`config.mk`:
```
export PLATFORM = sky130hd
export DESIGN_NAME = uart_rx
export DESIGN_NICKNAME = d
export VERILOG_FILES = /design/src/rtl/uart_rx_pkg.sv /design/src/rtl/baud_rate_gen.sv /design/src/rtl/uart_rx.sv
export SDC_FILE = /design/constraint.sdc
export NUM_CORES = 1
export LEC_CHECK = 0
export BUFFER_PORTS_ARGS = -buffer_cell sky130_fd_sc_hd__buf_2
export CORE_UTILIZATION = 40
export DETAILED_ROUTE_END_ITERATION = 7
export PLACE_DENSITY = 0.55
export REMOVE_ABC_BUFFERS = 1
export SYNTH_ARGS = -nofsm -noshare
export SYNTH_HDL_FRONTEND = slang
export SYNTH_SLANG_ARGS = --single-unit
export TNS_END_PERCENT = 10
```
`constraint.sdc`:
```
create_clock -name i_clk -period 2.75 [get_ports i_clk]
set_input_delay 0 -clock i_clk [delete_from_list [all_inputs] [get_ports i_clk]]
set_output_delay 0 -clock i_clk [all_outputs]
set_load 0.03 [all_outputs]
```
`src/rtl/uart_rx_pkg.sv`:
```
// Shared definitions for the UART receive path: FSM encodings, default frame
// geometry and the baud divider calculation reused by the future transmitter.
package uart_rx_pkg;

    localparam int NB_DATA_DEF = 8;
    localparam int N_TICKS_DEF = 16;

    typedef enum logic [2:0] {
        ST_IDLE  = 3'd0,
        ST_START = 3'd1,
        ST_DATA  = 3'd2,
        ST_STOP  = 3'd3,
        ST_BREAK = 3'd4
    } rx_state_e;

    // Rounded clock divider so the oversampling tick lands closest to the target rate.
    function automatic int baud_div(input int clk_freq, input int baud, input int n_ticks);
        int den;
        den = baud * n_ticks;
        return (clk_freq + den / 2) / den;
    endfunction

endpackage

```
`src/rtl/baud_rate_gen.sv`:
```
// Free-running oversampling tick generator: one-cycle pulse every DIV clocks.
// Never resynchronised to line activity; shared by receiver and transmitter.
module baud_rate_gen
    import uart_rx_pkg::*;
#(
    parameter int CLK_FREQ = 50_000_000,
    parameter int BAUD     = 19200,
    parameter int N_TICKS  = N_TICKS_DEF
) (
    input  logic i_clk,
    input  logic i_rst,
    output logic o_tick
);

    localparam int DIV = baud_div(CLK_FREQ, BAUD, N_TICKS);
    localparam int CW  = (DIV > 1) ? $clog2(DIV) : 1;
    localparam logic [CW-1:0] CNT_LAST = CW'(DIV - 1);

    logic [CW-1:0] cnt_q;

    always_ff @(posedge i_clk or posedge i_rst) begin
        if (i_rst) begin
            cnt_q <= '0;
        end else if (cnt_q == CNT_LAST) begin
            cnt_q <= '0;
        end else begin
            cnt_q <= cnt_q + 1'b1;
        end
    end

    assign o_tick = (cnt_q == CNT_LAST);

endmodule

```
`src/rtl/uart_rx.sv`:
```
// 8N1-style serial receiver: synchronises the RX pin, samples each bit mid-period
// from the oversampling tick, and hands on only correctly framed bytes.
module uart_rx
    import uart_rx_pkg::*;
#(
    parameter int NB_DATA  = NB_DATA_DEF,
    parameter int N_TICKS  = N_TICKS_DEF,
    parameter int CLK_FREQ = 50_000_000,
    parameter int BAUD     = 19200
) (
    input  logic               i_clk,
    input  logic               i_rst,
    input  logic               i_rx,
    output logic [NB_DATA-1:0] o_data,
    output logic               o_rx_done,
    output logic               o_frame_err
);

    localparam int SW = $clog2(N_TICKS);
    localparam int NW = (NB_DATA > 1) ? $clog2(NB_DATA) : 1;
    localparam logic [SW-1:0] S_MID  = SW'(N_TICKS / 2 - 1);
    localparam logic [SW-1:0] S_LAST = SW'(N_TICKS - 1);
    localparam logic [NW-1:0] N_LAST = NW'(NB_DATA - 1);

    logic               tick;
    logic [1:0]         sync_q;
    logic               rx_s;
    rx_state_e          state_q;
    logic [SW-1:0]      s_q;
    logic [NW-1:0]      n_q;
    logic [NB_DATA-1:0] b_q;
    logic [NB_DATA-1:0] data_q;
    logic               done_q;
    logic               ferr_q;

    baud_rate_gen #(
        .CLK_FREQ (CLK_FREQ),
        .BAUD     (BAUD),
        .N_TICKS  (N_TICKS)
    ) u_baud (
        .i_clk  (i_clk),
        .i_rst  (i_rst),
        .o_tick (tick)
    );

    // NOTE: the synchroniser resets to the idle (high) level; resetting it to 0
    // would present a false start edge to the FSM right after reset release.
    always_ff @(posedge i_clk or posedge i_rst) begin
        if (i_rst) begin
            sync_q <= 2'b11;
        end else begin
            sync_q <= {sync_q[0], i_rx};
        end
    end

    assign rx_s = sync_q[1];

    always_ff @(posedge i_clk or posedge i_rst) begin
        if (i_rst) begin
            state_q <= ST_IDLE;
            s_q     <= '0;
            n_q     <= '0;
            b_q     <= '0;
            data_q  <= '0;
            done_q  <= 1'b0;
            ferr_q  <= 1'b0;
        end else begin
            // Pulses default low every cycle so each fires for exactly one clock.
            done_q <= 1'b0;
            ferr_q <= 1'b0;
            case (state_q)
                ST_IDLE: begin
                    if (!rx_s) begin
                        state_q <= ST_START;
                        s_q     <= '0;
                    end
                end
                ST_START: begin
                    if (tick) begin
                        if (s_q == S_MID) begin
                            if (!rx_s) begin
                                state_q <= ST_DATA;
                                s_q     <= '0;
                                n_q     <= '0;
                            end else begin
                                state_q <= ST_IDLE;
                            end
                        end else begin
                            s_q <= s_q + 1'b1;
                        end
                    end
                end
                ST_DATA: begin
                    if (tick) begin
                        if (s_q == S_LAST) begin
                            s_q <= '0;
                            b_q <= {rx_s, b_q[NB_DATA-1:1]};
                            if (n_q == N_LAST) begin
                                state_q <= ST_STOP;
                            end else begin
                                n_q <= n_q + 1'b1;
                            end
                        end else begin
                            s_q <= s_q + 1'b1;
                        end
                    end
                end
                ST_STOP: begin
                    if (tick) begin
                        if (s_q == S_LAST) begin
                            s_q <= '0;
                            if (rx_s) begin
                                data_q  <= b_q;
                                done_q  <= 1'b1;
                                state_q <= ST_IDLE;
                            end else begin
                                ferr_q  <= 1'b1;
                                state_q <= ST_BREAK;
                            end
                        end else begin
                            s_q <= s_q + 1'b1;
                        end
                    end
                end
                ST_BREAK: begin
                    // A held-low line must return high before a new start is accepted.
                    if (rx_s) begin
                        state_q <= ST_IDLE;
                    end
                end
                default: begin
                    state_q <= ST_IDLE;
                end
            endcase
        end
    end

    assign o_data      = data_q;
    assign o_rx_done   = done_q;
    assign o_frame_err = ferr_q;

endmodule

```
Yosys cells after proc, flatten, opt, wreduce, memory -nomap -nowiden
Cells that the tools add are included.
{ "totals": {"regBits": 38, "output_inout_bits": 10} }
{ "classes": {"eq_ne": 20, "muxes": 34, "n_addsub": 3, "reduce_logical": 9} }
{ "op_table": {"columns": ["cell", "n"], "rows": [
  ["$mux 3", 16],
  ["$ne 2x2->1 const B", 11],
  ["$mux 4", 5],
  ["$pmux 3 s5", 1],
  ["$pmux 4 s3", 1],
  ["$reduce_and 9->1", 1],
  ["$add 8x1->8 const B", 1],
  ["$eq 8x8->1 const B", 1],
  ["$mux 1", 8],
  ["$mux 8", 1],
  ["$reduce_and 7->1", 1],
  ["$eq 3x2->1 const B", 2],
  ["$eq 3x3->1 const B", 2],
  ["$pmux 3 s2", 1],
  ["$reduce_and 3->1", 2],
  ["$add 4x1->4 const B", 1],
  ["$eq 4x3->1 const B", 1],
  ["$eq 4x4->1 const B", 1],
  ["$reduce_and 4->1", 1],
  ["$add 3x1->3 const B", 1],
  ["$eq 3x1->1 const B", 1],
  ["$logic_not 3->1", 1],
  ["$reduce_bool 3->1", 1],
  ["$mux 2", 1],
  ["3 further kinds", 3]
]} }

Depth between registers and ports, before layout
{ "logic_depth": {"depth_word": 5, "ltp_mapped": 7} }

Modules after synthesis
From an unflattened synthesis, not the netlist that was laid out.
{ "unflattened": {"cells_unflattened": 151, "area_unflattened_um2": 1804.2} }
{ "modules_own_cells": {"columns": ["module", "n_inst", "cells_each", "area_each_um2"], "rows": [
  ["uart_rx", 1, 113, 1393.8],
  ["baud_rate_gen", 1, 38, 410.4]
]} }

Worst setup path before layout
Ideal clock, no wire load.
{ "synth_path": {"kind": "flip-flop to flip-flop", "startpoint": "reg u_baud.cnt_q[2]", "endpoint": "reg data_q[0] (netlist: o_data[0])", "arrival_time_ns": 1.986, "n_path_buf": 1, "stages_incl_launch_ff": 6, "setup_ns": 0.125, "path_slack_ns": 0.639, "path_cell_list": "dfrtp_1 > or3_4 > or2_1 > buf_2 > nor4_4 > mux2_2"} }
{ "synth_via": {"elab_chain_cells": 2} }
{ "synth_rtl": {"columns": ["element", "line_no", "text"], "rows": [
  ["start, declared", "baud_rate_gen.sv:19", "logic [CW-1:0] cnt_q;"],
  ["start signal, assigned", "baud_rate_gen.sv:27", "cnt_q <= cnt_q + 1'b1;"],
  ["$eq 8x8->1", "baud_rate_gen.sv:31", "assign o_tick = (cnt_q == CNT_LAST);"],
  ["$reduce_and 4->1 (no line)", null, null],
  ["end signal, assigned", "uart_rx.sv:113", "data_q <= b_q;"],
  ["end, declared", "uart_rx.sv:32", "logic [NB_DATA-1:0] data_q;"]
]} }
Every way passes these cells.
A chain may end at the register's enable or synchronous reset.

Worst setup path after layout
{ "layout_path": {"startpoint": "reg u_baud.cnt_q[2]", "endpoint": "reg data_q[1] (netlist: o_data[1])"} }
Same word-level chain as after synthesis.

==> impl_metrics.env <==
export IMPL_tns_ns=0
export IMPL_htree_levels=2
export IMPL_synth_edff_count=0
export IMPL_max_slew_worst_pin_slew_ns=0.7126
export IMPL_drive_above_1_share_pct=29.88
export IMPL_ant_nets=0
export IMPL_post_cts_resized=0
export IMPL_clock_sinks=38
export IMPL_clk_pin_slew_ns=0.08
export IMPL_seqPwrFrac_pct=57.7
export IMPL_fin_nets=171
export IMPL_cts_buffers=5
export IMPL_dieArea_um2=4693
export IMPL_cts_tree="yes"
export IMPL_grt_pass1_wl_um=5106
export IMPL_sw_frac_of_total_pct=21.39
export IMPL_maxCapViolCount=0
export IMPL_n_antenna_cell=0
export IMPL_syn_to_final_growth_pct=12.52
export IMPL_grt_usage_pct=15.48
export IMPL_num_rows=23
export IMPL_vias=1155
export IMPL_routed_wl_um=3107
export IMPL_drtIter0Drc=61
export IMPL_async_flop_share_pct=100.0
export IMPL_routed_via_density=5.397
export IMPL_dpl_hpwl_um=2189
export IMPL_combPwrFrac_pct=2.0
export IMPL_maxSlewViolCount=0
export IMPL_finalHoldViolCount=0
export IMPL_rsz0062_at_grt="false"
export IMPL_fin_ws_ns=0.4478
export IMPL_vdd_drop_max_v=0.0002937
export IMPL_die_h_um=68.51
export IMPL_grt_antenna_before_repair=0
export IMPL_p_clk_share_pct=40.4
export IMPL_power_leakage_nw=0.9839
export IMPL_synth_seq_cells=38
export IMPL_grt_ovfl_total=0
export IMPL_clk_path_buf_depth=2
export IMPL_clock_latency_ns=0.29
export IMPL_drc=0
export IMPL_grt_max_degree=22
export IMPL_slew_headroom_pct=52.44
export IMPL_core_um2=4115
export IMPL_p_int_mw=0.7684
export IMPL_period_needed_ns=2.302
export IMPL_finalCritPeriodShare_pct=83.72
export IMPL_io_pins=13
export IMPL_synthFlopType="dfrtp_1"
export IMPL_yosys_warnings=0
export IMPL_arrival_ns=2.48
export IMPL_initial_core_util_pct=42.99
export IMPL_fin_skew_ns=0.008270
export IMPL_p_per_area_nw_per_um2=491.0
export IMPL_status="complete, no violations"
export IMPL_required_ns=2.93
export IMPL_dr_pass1_iters=4
export IMPL_routabilityCongestion=0.7739
export IMPL_die_x_um=68.51
export IMPL_cp_end_kind="register"
export IMPL_syn_instance_count=147
export IMPL_critPathMaxFanout=9
export IMPL_syn_avg_cell_area_um2=12.04
export IMPL_grt_pass1_vias=1097
export IMPL_setup_violations=0
export IMPL_hold_class="in -> async"
export IMPL_crit_type="reg -> reg"
export IMPL_port_buffers=12
export IMPL_pre_cts_slack_ns=0.4362
export IMPL_netlist_area_um2=1769
export IMPL_wire_per_inst_um=14.52
export IMPL_ys_seq_area_share_pct=53.89
export IMPL_p_switching_mw=0.2091
export IMPL_clock_tree_root_cell="clkbuf_8"
export IMPL_fin_hold_ws_ns=0.3561
export IMPL_startpoint_type="register"
export IMPL_max_freq_mhz=434.4
export IMPL_ys_types=36
==> cells in the mapped netlist, drive strengths merged, types with 3 or more instances <==
cell	number	area share (%)
a21oi	3	0.85
and3	4	1.5
clkbuf	5	1.1
dfrtp	36	51
ha	5	3.5
inv	7	1.5
mux2	19	12
nand2	6	1.3
nand3	6	1.7
nor2	10	2.1
nor4	4	3.1
o21ai	4	1.1
o2bb2ai	5	2.5
xnor2	8	4.0
==> power by group through the flow <==
| stage | Clock (mW) | Sequential [mW] | Combinational, mW |
|---|---|---|---|
| 4_1_cts | 0.412 | 0.563 | 0.0202 |
| 3_5_place_dp | 0 | 0.574 | 0.0180 |
| 2_1_floorplan | 0 | 0.573 | 0.0118 |
| 3_3_place_gp | 0 | 0.574 | 0.0174 |
| 6_report | 0.395 | 0.564 | 0.0191 |
| 5_1_grt | 0.438 | 0.563 | 0.0224 |
==> metrics by stage <==
step / std cells / total power [mW] / area, µm² / utilization [%]
after floorplan: 141 / 0.5853 / 1745 / -
after global placement: 204 / 0.5918 / 1876 / 45.58
after detailed placement: 204 / 0.5923 / 1876 / 45.58
after CTS: 214 / 0.9953 / 1991 / 48.37
after global routing: 214 / 1.024 / 1991 / 48.37
final: 214 / 0.9775 / 1991 / 48.37
==> kinds of logic (layout without fill, tap and decap cells) <==
group	count (synthesis)	after routing	synth area share (%)
AO/OA/AOI/OAI	19	19	7.709
multiplexers	20	20	12.66
flip-flops	38	38	53.89
buffers and inverters	13	30	2.829
XOR/XNOR	8	8	3.961
adder cells (fa/ha/maj)	5	5	3.536
AND/OR/NAND/NOR	44	44	15.42
==> area by class of cell <==
| class | count | area (µm²) |
|---|---|---|
| repair buffers | 15 | 87.58 |
| multi-input cells | 96 | 765.7 |
| fillers | 387 | 2125 |
| clock inverters | 2 | 12.51 |
| clock buffers | 6 | 82.58 |
| flip-flops and latches | 38 | 953.4 |
| well taps | 50 | 62.56 |
| inverters | 7 | 26.28 |
==> critical path, stage by stage (launching register included) <==
cell and delay [ns]:
dfrtp_1 0.43, or3_4 0.44, or2_1 0.33, nor4_4 0.58
mux2_2 0.40
==> layout by cell type, fill, tap and decap left out, types with 4 or more instances in the layout <==
cell type and count:
dfrtp_1 36, mux2_2 19, buf_2 12, nor2_1 10, xnor2_1 8, inv_1 7
nand3_1 6, nand2_1 6, clkbuf_8 6, o2bb2ai_1 5, ha_1 5, o21ai_0 4
==> per-layer routing <==
metal / track usage (%) / vias to the layer above / share of wire, %
li1: - / 556 / -
met1: 18.57 / 570 / 46
met2: 24.63 / 23 / 48
met3: 5.428 / 6 / 4.0
met4: 7.552 / 0 / 2.0
met5: 0 / - / 0
==> repair_timing <==
action / in CTS / in global routing
hold buffers: 2 / 0
setup buffers: 0 / 0
hold endpoints to repair: 18 / 0
==> registers in the layout (all words and copies together), names as in the netlist <==
name and count:
b_q 8, s_q 4, o_rx_done 1, n_q 3, u_baud.cnt_q 8, o_frame_err 1
state_q 3, sync_q 2, o_data 8
==> path summary, 6_finish.rpt <==
check / from / to / slack [ns] / cells after the start
max in group asynchronous: i_rst / sync_q[1]$_DFF_PP1_ / 1.59 / 4
hold / removal: i_rst / u_baud.cnt_q[0]$_DFF_PP0_ / 0.36 / 3
setup reg to reg: u_baud.cnt_q[2]$_DFF_PP0_ / o_data[1]$_DFFE_PP0P_ / 0.45 / 4
min in group i_clk: i_rx / sync_q[0]$_DFF_PP1_ / 0.36 / 2
setup / recovery: u_baud.cnt_q[2]$_DFF_PP0_ / o_data[1]$_DFFE_PP0P_ / 0.45 / 4
hold reg to reg: sync_q[0]$_DFF_PP1_ / sync_q[1]$_DFF_PP1_ / 0.36 / 0
No activity file was read; power rests on OpenSTA's default activity.
